## config.mk

```make
export PLATFORM = sky130hd
export DESIGN_NAME = dat_mem_dma
export DESIGN_NICKNAME = d
export VERILOG_FILES = /design/src/rtl/dat_mem_dma.sv
export SDC_FILE = /design/constraint.sdc
export NUM_CORES = 1
export LEC_CHECK = 0
export BUFFER_PORTS_ARGS = -buffer_cell sky130_fd_sc_hd__buf_2
export CORE_MARGIN = 2
export CORE_UTILIZATION = 40
export DETAILED_ROUTE_END_ITERATION = 8
export PLACE_DENSITY = 0.71
export SLEW_MARGIN = 20
export SYNTH_ARGS = -nofsm -noshare
export SYNTH_HDL_FRONTEND = slang
export SYNTH_SLANG_ARGS = --single-unit
```

## constraint.sdc

```tcl
create_clock -name clk -period 4.7 [get_ports clk]
set_clock_uncertainty 0.15 [all_clocks]
set_input_delay 0.94 -clock clk [delete_from_list [all_inputs] [get_ports clk]]
set_output_delay 0.94 -clock clk [all_outputs]
set_load 0.005 [all_outputs]
```

## src/rtl/dat_mem_dma.sv

```systemverilog
// dat_mem_dma: block-copy initiator on the single-port data memory.
// Copies len bytes from src to dst using a READ/WRITE cycle pair per byte.
// When dst lies inside the source window, the copy runs in descending order.
// Optional feature macro: DMA_CHECKSUM_EN adds the csum output, which is the
// 8-bit modular sum of the bytes written in the current transfer.
module dat_mem_dma #(
  parameter int AW = 8,
  parameter int DW = 8
) (
  input  logic          clk,
  input  logic          reset,
  input  logic          start,
  input  logic [AW-1:0] src,
  input  logic [AW-1:0] dst,
  input  logic [AW:0]   len,
  output logic          busy,
  output logic          done,
  output logic [AW-1:0] mem_addr,
  output logic          mem_wr_en,
  output logic [DW-1:0] mem_wdata,
  input  logic [DW-1:0] mem_rdata
`ifdef DMA_CHECKSUM_EN
  ,
  output logic [DW-1:0] csum
`endif
);

  typedef enum logic [1:0] {
    S_IDLE  = 2'd0,
    S_READ  = 2'd1,
    S_WRITE = 2'd2,
    S_DONE  = 2'd3
  } state_t;

  localparam logic [AW-1:0] PTR_ONE = AW'(1);
  localparam logic [AW:0]   CNT_ONE = (AW+1)'(1);
  localparam logic [AW:0]   CNT_ZERO = (AW+1)'(0);

  state_t        state_q, state_d;
  logic [AW-1:0] rd_ptr_q, rd_ptr_d;
  logic [AW-1:0] wr_ptr_q, wr_ptr_d;
  logic [AW:0]   cnt_q, cnt_d;
  logic          desc_q, desc_d;
  logic [DW-1:0] data_q, data_d;
`ifdef DMA_CHECKSUM_EN
  logic [DW-1:0] csum_q, csum_d;
`endif

  // Direction decision is made in AW+1 bits, so src+len never wraps here.
  logic [AW:0]   src_ext_s;
  logic [AW:0]   dst_ext_s;
  logic [AW:0]   src_end_s;
  logic          overlap_desc_s;
  logic [AW-1:0] src_last_s;
  logic [AW-1:0] dst_last_s;

  assign src_ext_s      = {1'b0, src};
  assign dst_ext_s      = {1'b0, dst};
  assign src_end_s      = src_ext_s + len;
  assign overlap_desc_s = (dst_ext_s > src_ext_s) && (dst_ext_s < src_end_s);
  // The last byte of each window is found modulo 2**AW; len=2**AW lands on base-1.
  assign src_last_s     = src + len[AW-1:0] - PTR_ONE;
  assign dst_last_s     = dst + len[AW-1:0] - PTR_ONE;

  // State and datapath registers with synchronous reset.
  always_ff @(posedge clk) begin
    if (reset) begin
      state_q  <= S_IDLE;
      rd_ptr_q <= '0;
      wr_ptr_q <= '0;
      cnt_q    <= '0;
      desc_q   <= 1'b0;
      data_q   <= '0;
`ifdef DMA_CHECKSUM_EN
      csum_q   <= '0;
`endif
    end else begin
      state_q  <= state_d;
      rd_ptr_q <= rd_ptr_d;
      wr_ptr_q <= wr_ptr_d;
      cnt_q    <= cnt_d;
      desc_q   <= desc_d;
      data_q   <= data_d;
`ifdef DMA_CHECKSUM_EN
      csum_q   <= csum_d;
`endif
    end
  end

  // Next-state logic: accept, read/write alternation, pointer stepping.
  always_comb begin
    state_d  = state_q;
    rd_ptr_d = rd_ptr_q;
    wr_ptr_d = wr_ptr_q;
    cnt_d    = cnt_q;
    desc_d   = desc_q;
    data_d   = data_q;
`ifdef DMA_CHECKSUM_EN
    csum_d   = csum_q;
`endif
    case (state_q)
      S_IDLE: begin
        if (start) begin
`ifdef DMA_CHECKSUM_EN
          csum_d = '0;
`endif
          if (len != CNT_ZERO) begin
            desc_d  = overlap_desc_s;
            cnt_d   = len;
            state_d = S_READ;
            if (overlap_desc_s) begin
              rd_ptr_d = src_last_s;
              wr_ptr_d = dst_last_s;
            end else begin
              rd_ptr_d = src;
              wr_ptr_d = dst;
            end
          end else begin
            state_d = S_DONE;
          end
        end else begin
          state_d = S_IDLE;
        end
      end
      S_READ: begin
        data_d  = mem_rdata;
        state_d = S_WRITE;
      end
      S_WRITE: begin
        if (desc_q) begin
          rd_ptr_d = rd_ptr_q - PTR_ONE;
          wr_ptr_d = wr_ptr_q - PTR_ONE;
        end else begin
          rd_ptr_d = rd_ptr_q + PTR_ONE;
          wr_ptr_d = wr_ptr_q + PTR_ONE;
        end
        cnt_d = cnt_q - CNT_ONE;
`ifdef DMA_CHECKSUM_EN
        csum_d = csum_q + data_q;
`endif
        if (cnt_q == CNT_ONE) begin
          state_d = S_DONE;
        end else begin
          state_d = S_READ;
        end
      end
      S_DONE: begin
        state_d = S_IDLE;
      end
      default: begin
        state_d = S_IDLE;
      end
    endcase
  end

  // Output decode from registered state only; write data always shows the latch.
  always_comb begin
    busy      = 1'b0;
    done      = 1'b0;
    mem_addr  = '0;
    mem_wr_en = 1'b0;
    mem_wdata = data_q;
    case (state_q)
      S_IDLE: begin
        busy = 1'b0;
      end
      S_READ: begin
        busy     = 1'b1;
        mem_addr = rd_ptr_q;
      end
      S_WRITE: begin
        busy      = 1'b1;
        mem_addr  = wr_ptr_q;
        mem_wr_en = 1'b1;
      end
      S_DONE: begin
        busy = 1'b1;
        done = 1'b1;
      end
      default: begin
        busy = 1'b0;
      end
    endcase
  end

`ifdef DMA_CHECKSUM_EN
  assign csum = csum_q;
`endif

endmodule

```

# Word level (Yosys, flattened, before mapping)
# Cells that the tools add are included.
[totals]
inputBits = 36
word_cells = 52
output_inout_bits = 19
regBits = 36
[op_classes]
n_eq_ne = 6
n_mux = 21
order_cmp = 2
reduce_logical = 7
addsub = 10
[op_table]
columns = ["op", "n"]
rows = [
  ["8-bit 2-to-1 mux", 8],
  ["8-bit one-hot mux with 2 select lines", 3],
  ["8-bit by 1-bit subtractor with 8-bit output (second input constant)", 4],
  ["9-bit 2-to-1 mux", 2],
  ["9-bit one-hot mux with 2 select lines", 1],
  ["8-bit by 1-bit adder with 8-bit output (second input constant)", 2],
  ["8-bit adder", 2],
  ["8-bit by 9-bit adder with 9-bit output", 1],
  ["9-bit by 1-bit equality test with 1-bit output (second input constant)", 1],
  ["8-bit by 9-bit less-than comparator with 1-bit output", 1],
  ["9-bit nonzero test", 1],
  ["9-bit by 1-bit subtractor with 9-bit output (second input constant)", 1],
  ["8-bit > comparator", 1],
  ["2-bit one-hot mux with 4 select lines", 1],
  ["2-bit 2-to-1 mux", 3],
  ["3-bit AND reduction", 2],
  ["2-bit equality test (second input constant)", 2],
  ["2-bit inequality test (second input constant)", 2],
  ["3-bit OR reduction", 1],
  ["2-bit by 1-bit equality test with 1-bit output (second input constant)", 1],
  ["2-bit logical NOT", 1],
  ["1-bit 2-to-1 mux", 2],
  ["1-bit one-hot mux with 2 select lines", 1],
  ["2-bit nonzero test", 1],
  ["1-bit logical AND", 1],
]

# Depth between registers and ports, before layout
[depth]
depth_word = 7
ltp_mapped = 16
ltp_nobuf = 15

# Least setup slack after synthesis
# OpenSTA, ideal clock, no wires.
[synth_timing]
path_kind = "input-to-reg"
startpoint = "in src[1]"
endpoint = "reg wr_ptr_q[4]"
setup_slack_ns = 0.813
required_ns = 4.459
arrival_ns = 3.646
path_stages = 16
setup_time_ns = 0.091
n_path_buf = 1
path_cell_list = "inv_1 > ha_1 > a21o_1 > a21oi_1 > o21bai_1 > a21oi_1 > o31ai_1 > xnor2_1 > ha_1 > nor3_1 > o21ai_0 > o22ai_1 > o21a_1 > buf_4 > nand2_1 > a311oi_1"
[synth_via]
elab_chain_cells = 7
word_cells_on_any_way = 8
classes_between = "1 x add/sub; 2 x order compare; 4 x mux; 1 x reduce/logical"
[synth_lines]
columns = ["item", "line_no", "rtl"]
rows = [
  ["start, declared", "13", "input logic [AW-1:0] src,"],
  ["8-bit by 9-bit adder with 9-bit output", "59", "assign src_end_s = src_ext_s + len;"],
  ["8-bit by 9-bit less-than comparator with 1-bit output", "60", "assign overlap_desc_s = (dst_ext_s > src_ext_s) && (dst_ext_s < src_end_s);"],
  ["1-bit logical AND *", "60", ""],
  ["8-bit 2-to-1 mux *", "111", "if (overlap_desc_s) begin"],
  ["8-bit 2-to-1 mux *", "107", "if (len != CNT_ZERO) begin"],
  ["8-bit 2-to-1 mux *", "103", "if (start) begin"],
  ["8-bit one-hot mux with 2 select lines *", "101", "case (state_q)"],
  ["end signal, assigned", "80", "wr_ptr_q <= wr_ptr_d;"],
  ["end, declared", "41", "logic [AW-1:0] wr_ptr_q, wr_ptr_d;"],
]
# Every way passes the cells marked *; elsewhere a longest branch is shown, timed or not. The select of a mux whose other input is x is not followed.
# A chain may end at the register's enable or synchronous reset.

# Final worst setup path
[layout_timing]
startpoint = "in src[1]"
endpoint = "reg rd_ptr_q[4]"
[layout_via]
elab_chain_cells = 7
word_cells_on_any_way = 10
classes_between = "3 x add/sub; 2 x order compare; 4 x mux; 1 x reduce/logical"
[layout_lines]
columns = ["item", "line_no", "rtl"]
rows = [
  ["8-bit by 9-bit adder with 9-bit output", "59", ""],
  ["8-bit by 9-bit less-than comparator with 1-bit output", "60", ""],
  ["1-bit logical AND", "60", ""],
  ["8-bit 2-to-1 mux *", "111", ""],
  ["8-bit 2-to-1 mux *", "107", ""],
  ["8-bit 2-to-1 mux *", "103", ""],
  ["8-bit one-hot mux with 2 select lines *", "101", ""],
  ["end signal, assigned", "79", "rd_ptr_q <= rd_ptr_d;"],
  ["end, declared", "40", "logic [AW-1:0] rd_ptr_q, rd_ptr_d;"],
]
# Marks and branches as above.

==> impl_metrics.env <==
export IMPL_critical_path_max_fanout=9
export IMPL_critical_path_cell_by_cell="buf_2 -> inv_1 -> ha_1 -> a21o_1 -> a21oi_1 -> o21bai_1 -> a21oi_1 -> o31ai_1 -> xnor2_1 -> ha_1 -> nor3_1 -> o21ai_0 -> o22ai_1 -> o21a_1 -> buf_4 -> mux2i_1 -> o22ai_1"
export IMPL_worst_skew_pair_late_latency_ns=0.29
export IMPL_cts_setup_buffers=0
export IMPL_path_class="input port to flop"
export IMPL_min_delay_path_class="flop to flop"
export IMPL_cts_max_path_buffers=2
export IMPL_tritoncts_num_buffers=5
export IMPL_yosysTopAreaCell="sky130_fd_sc_hd__ha_1"
export IMPL_finalHoldViolCount=0
export IMPL_power_leakage_nw=2.15
export IMPL_yosysSeqAreaShare=0.173
export IMPL_grt_met1_usage=0.279
export IMPL_floorplan_die_width_um=106
export IMPL_synth_net_count=640
export IMPL_vdd_ir_drop_max_uv=110
export IMPL_first_global_vias=3818
export IMPL_globalRouteMet3Util=0.0178
export IMPL_drt_drc_violations_left=0
export IMPL_timing_hold_worst_path_depth=2
export IMPL_grt_max_degree=40
export IMPL_design_power_total_w=0.00108
export IMPL_finalSetupViolCount=0
export IMPL_max_stage_delay_ns=0.57
export IMPL_drt_vias_per_instance=5.59
export IMPL_reg2regPathDepth=9
export IMPL_async_set_or_reset_flop_fraction_in_the_synthesized_netlist=0
export IMPL_worst_r2r_setup_slack_ns=1.81
export IMPL_clk_pin_slew_ns=0.08
export IMPL_global_route_wire_length_before_repair_um=18600
export IMPL_dp_final_hpwl_um=9190
export IMPL_synth_top_cell_area_share=0.204
export IMPL_globalRouteMet2Util=0.342
export IMPL_synth_top_flop_cell="sky130_fd_sc_hd__dfxtp_1"
export IMPL_required_ns=4.69
export IMPL_finalCriticalPeriod_ns=4.27
export IMPL_dieArea_um2=11200
export IMPL_post_cts_hold_buffer_count=0
export IMPL_gp_congestion=0.964
export IMPL_synth_cell_type_count=68
export IMPL_maxSlewViolCount=0
export IMPL_max_slew_worst_pin_slew_ns=0.830
export IMPL_critPathBufInv=3
export IMPL_port_buffers=54
export IMPL_dr_total_vias=3993
export IMPL_synth_ff_latch_count=36
export IMPL_htree_num_levels=2
export IMPL_chipHeight_um=106
export IMPL_grt_setup_unrepaired="false"
export IMPL_std_cell_rows=37
export IMPL_power_density_cell_area_nw_per_um2=234
export IMPL_number_of_enable_flip_flop_cells_after_synthesis=0
export IMPL_synth_warnings=0
export IMPL_io_pins=55
export IMPL_worstSetupPathDepth=17
export IMPL_arrival_ns=4.26
export IMPL_critPathLaunchType="input port"
export IMPL_max_slew_margin_rel=0.446
export IMPL_post_synth_top_count_cell="sky130_fd_sc_hd__inv_1"
export IMPL_tritoncts_clock_tree="built"
export IMPL_layout_area_overhead_vs_synth_pct=10.9
export IMPL_fin_crit_sh=0.909
export IMPL_worstSetupEndpointType="flop"
export IMPL_clk_root_buffer_cell="sky130_fd_sc_hd__clkbuf_8"
export IMPL_synth_area_leaders="sky130_fd_sc_hd__ha_1 (20%), sky130_fd_sc_hd__dfxtp_1 (17%), sky130_fd_sc_hd__inv_1 (6.8%), sky130_fd_sc_hd__xnor2_1 (3.8%), sky130_fd_sc_hd__o21ai_0 (3.7%)"
export IMPL_grt_use_total=0.204
export IMPL_drv_max_cap_violation_count=0
export IMPL_syn_mean_instance_area_um2=7.84
export IMPL_core_area_um2=10200
export IMPL_netlist_area_um2=4170
export IMPL_cts_sink_count=36
export IMPL_floorplan_initialDensity=0.407
export IMPL_globalRoute_totalOverflow=0
export IMPL_layout_nets=686
export IMPL_drtIter0Drc=241
export IMPL_drt_pre_antenna_iters=5
export IMPL_critPathTopFamily="compound AO/OA/AOI/OAI gates"
export IMPL_hold_ws_ns=0.343
export IMPL_route_final_wire_length_um=11300
export IMPL_final_antenna_net_count=0
export IMPL_ys_top_cells_by_count="sky130_fd_sc_hd__inv_1 (75), sky130_fd_sc_hd__ha_1 (68), sky130_fd_sc_hd__dfxtp_1 (36), sky130_fd_sc_hd__nand2_1 (36), sky130_fd_sc_hd__nor2_1 (33)"
export IMPL_timing_critical_path_slowest_stage_cell="sky130_fd_sc_hd__o22ai_1"
export IMPL_tns_ns=0
export IMPL_maximum_operating_frequency_ghz=0.234
export IMPL_final_layout_size_suffix_gt1_frac=0.145
export IMPL_synth_cells=531
export IMPL_grt_antenna_before_repair=0
export IMPL_cts_repair_resized=0
export IMPL_routed_wire_length_per_instance_um=15.9
export IMPL_antenna_diode_count=0
export IMPL_grt_busiest_layer="met2"
export IMPL_outcome="finished clean"
-- worst register-to-register path, cell delays in order (launching register included) --
cell and delay, ns:
sky130_fd_sc_hd__dfxtp_1 0.76, sky130_fd_sc_hd__inv_1 0.18, sky130_fd_sc_hd__fa_1 0.46, sky130_fd_sc_hd__nor2b_1 0.12, sky130_fd_sc_hd__o21ai_0 0.10, sky130_fd_sc_hd__a21boi_0 0.25
sky130_fd_sc_hd__o21ai_0 0.14, sky130_fd_sc_hd__a21oi_1 0.14, sky130_fd_sc_hd__and4b_1 0.23, sky130_fd_sc_hd__a2111oi_2 0.26
-- stage by stage --
| stage | setup slack [ns] | instances | util | area [um^2] |
|---|---|---|---|---|
| 2_1_floorplan | 0.813 | 531 | - | 4170 |
| 3_3_place_gp | 0.365 | 706 | 0.443 | 4530 |
| 3_5_place_dp | 0.219 | 706 | 0.443 | 4530 |
| 4_1_cts | 0.482 | 714 | 0.452 | 4620 |
| 5_1_grt | 0.114 | 714 | 0.452 | 4620 |
| 6_report | 0.429 | 714 | 0.452 | 4620 |
-- routing by layer --
metal | up-vias | routed length [um]
li1 | 1983 | -
met1 | 1854 | 5410
met2 | 136 | 5170
met3 | 20 | 530
met4 | 0 | 211
met5 | - | 0
-- registers in the layout, indices dropped and copies added (netlist names) --
| name | flops |
|---|---|
| cnt_q | 9 |
| rd_ptr_q | 8 |
| mem_wdata | 8 |
| wr_ptr_q | 8 |
| state_q | 2 |
| desc_q | 1 |
-- placed cells by master, fill, tap and decap left out, types with 3 or more instances in the layout --
master	instances
sky130_fd_sc_hd__fa_1	5
sky130_fd_sc_hd__a21oi_1	30
sky130_fd_sc_hd__o21ai_2	3
sky130_fd_sc_hd__a21boi_0	3
sky130_fd_sc_hd__o22ai_1	6
sky130_fd_sc_hd__nor2_1	33
sky130_fd_sc_hd__or3_1	7
sky130_fd_sc_hd__a211oi_1	7
sky130_fd_sc_hd__o21ai_0	31
sky130_fd_sc_hd__o21a_1	10
sky130_fd_sc_hd__o211ai_1	8
sky130_fd_sc_hd__a22oi_1	11
sky130_fd_sc_hd__nand4_1	5
sky130_fd_sc_hd__o31ai_1	5
sky130_fd_sc_hd__buf_4	3
sky130_fd_sc_hd__nand2b_1	3
sky130_fd_sc_hd__o21bai_1	3
sky130_fd_sc_hd__nor3_1	10
sky130_fd_sc_hd__dfxtp_1	36
sky130_fd_sc_hd__a311oi_1	3
sky130_fd_sc_hd__inv_1	75
sky130_fd_sc_hd__nand3_1	9
sky130_fd_sc_hd__xnor2_1	18
sky130_fd_sc_hd__clkbuf_8	5
sky130_fd_sc_hd__mux2i_1	12
sky130_fd_sc_hd__xor2_1	6
sky130_fd_sc_hd__nand2_1	36
sky130_fd_sc_hd__nor4_1	4
sky130_fd_sc_hd__ha_1	67
sky130_fd_sc_hd__o221ai_1	3
sky130_fd_sc_hd__a21o_1	6
sky130_fd_sc_hd__buf_2	54
sky130_fd_sc_hd__o31a_1	3
sky130_fd_sc_hd__nor2b_1	14
-- path summary, 6_finish.rpt --
path	start	end
max reg2reg	desc_q	wr_ptr_q[6]
min reg2reg	cnt_q[8]	cnt_q[8]
min	cnt_q[8]	cnt_q[8]
max	src[1]	rd_ptr_q[4]
-- power by group --
part           internal [W]  leakage [nW]  total (W)  switching, W
clock network      0.000103        0.0479   0.000217      0.000114
registers          0.000335         0.297   0.000369     0.0000335
logic              0.000207          1.80   0.000496      0.000289
total              0.000646          2.15    0.00108      0.000436
-- final cells by class --
type                    instances  area (um^2)
clock buffers                   5         68.8
clock inverters                 3         18.8
multi-input cells             402         3070
repair buffers                 57          293
flip-flops and latches         36          721
fillers                      1012         5610
inverters                      75          282
well taps                     136          170
-- cells by family (layout without fill, tap and decap cells) --
| logic type | Yosys count | count (layout) | synth area share |
|---|---|---|---|
| buffers and inverters | 93 | 140 | 0.0913 |
| AO/OA/AOI/OAI | 154 | 154 | 0.254 |
| flip-flops | 36 | 36 | 0.173 |
| XOR/XNOR | 24 | 24 | 0.0505 |
| multiplexers | 14 | 14 | 0.0342 |
| adder cells (fa/ha/maj) | 73 | 73 | 0.228 |
| AND/OR/NAND/NOR | 137 | 137 | 0.169 |
(Power assumes the default switching activity.)
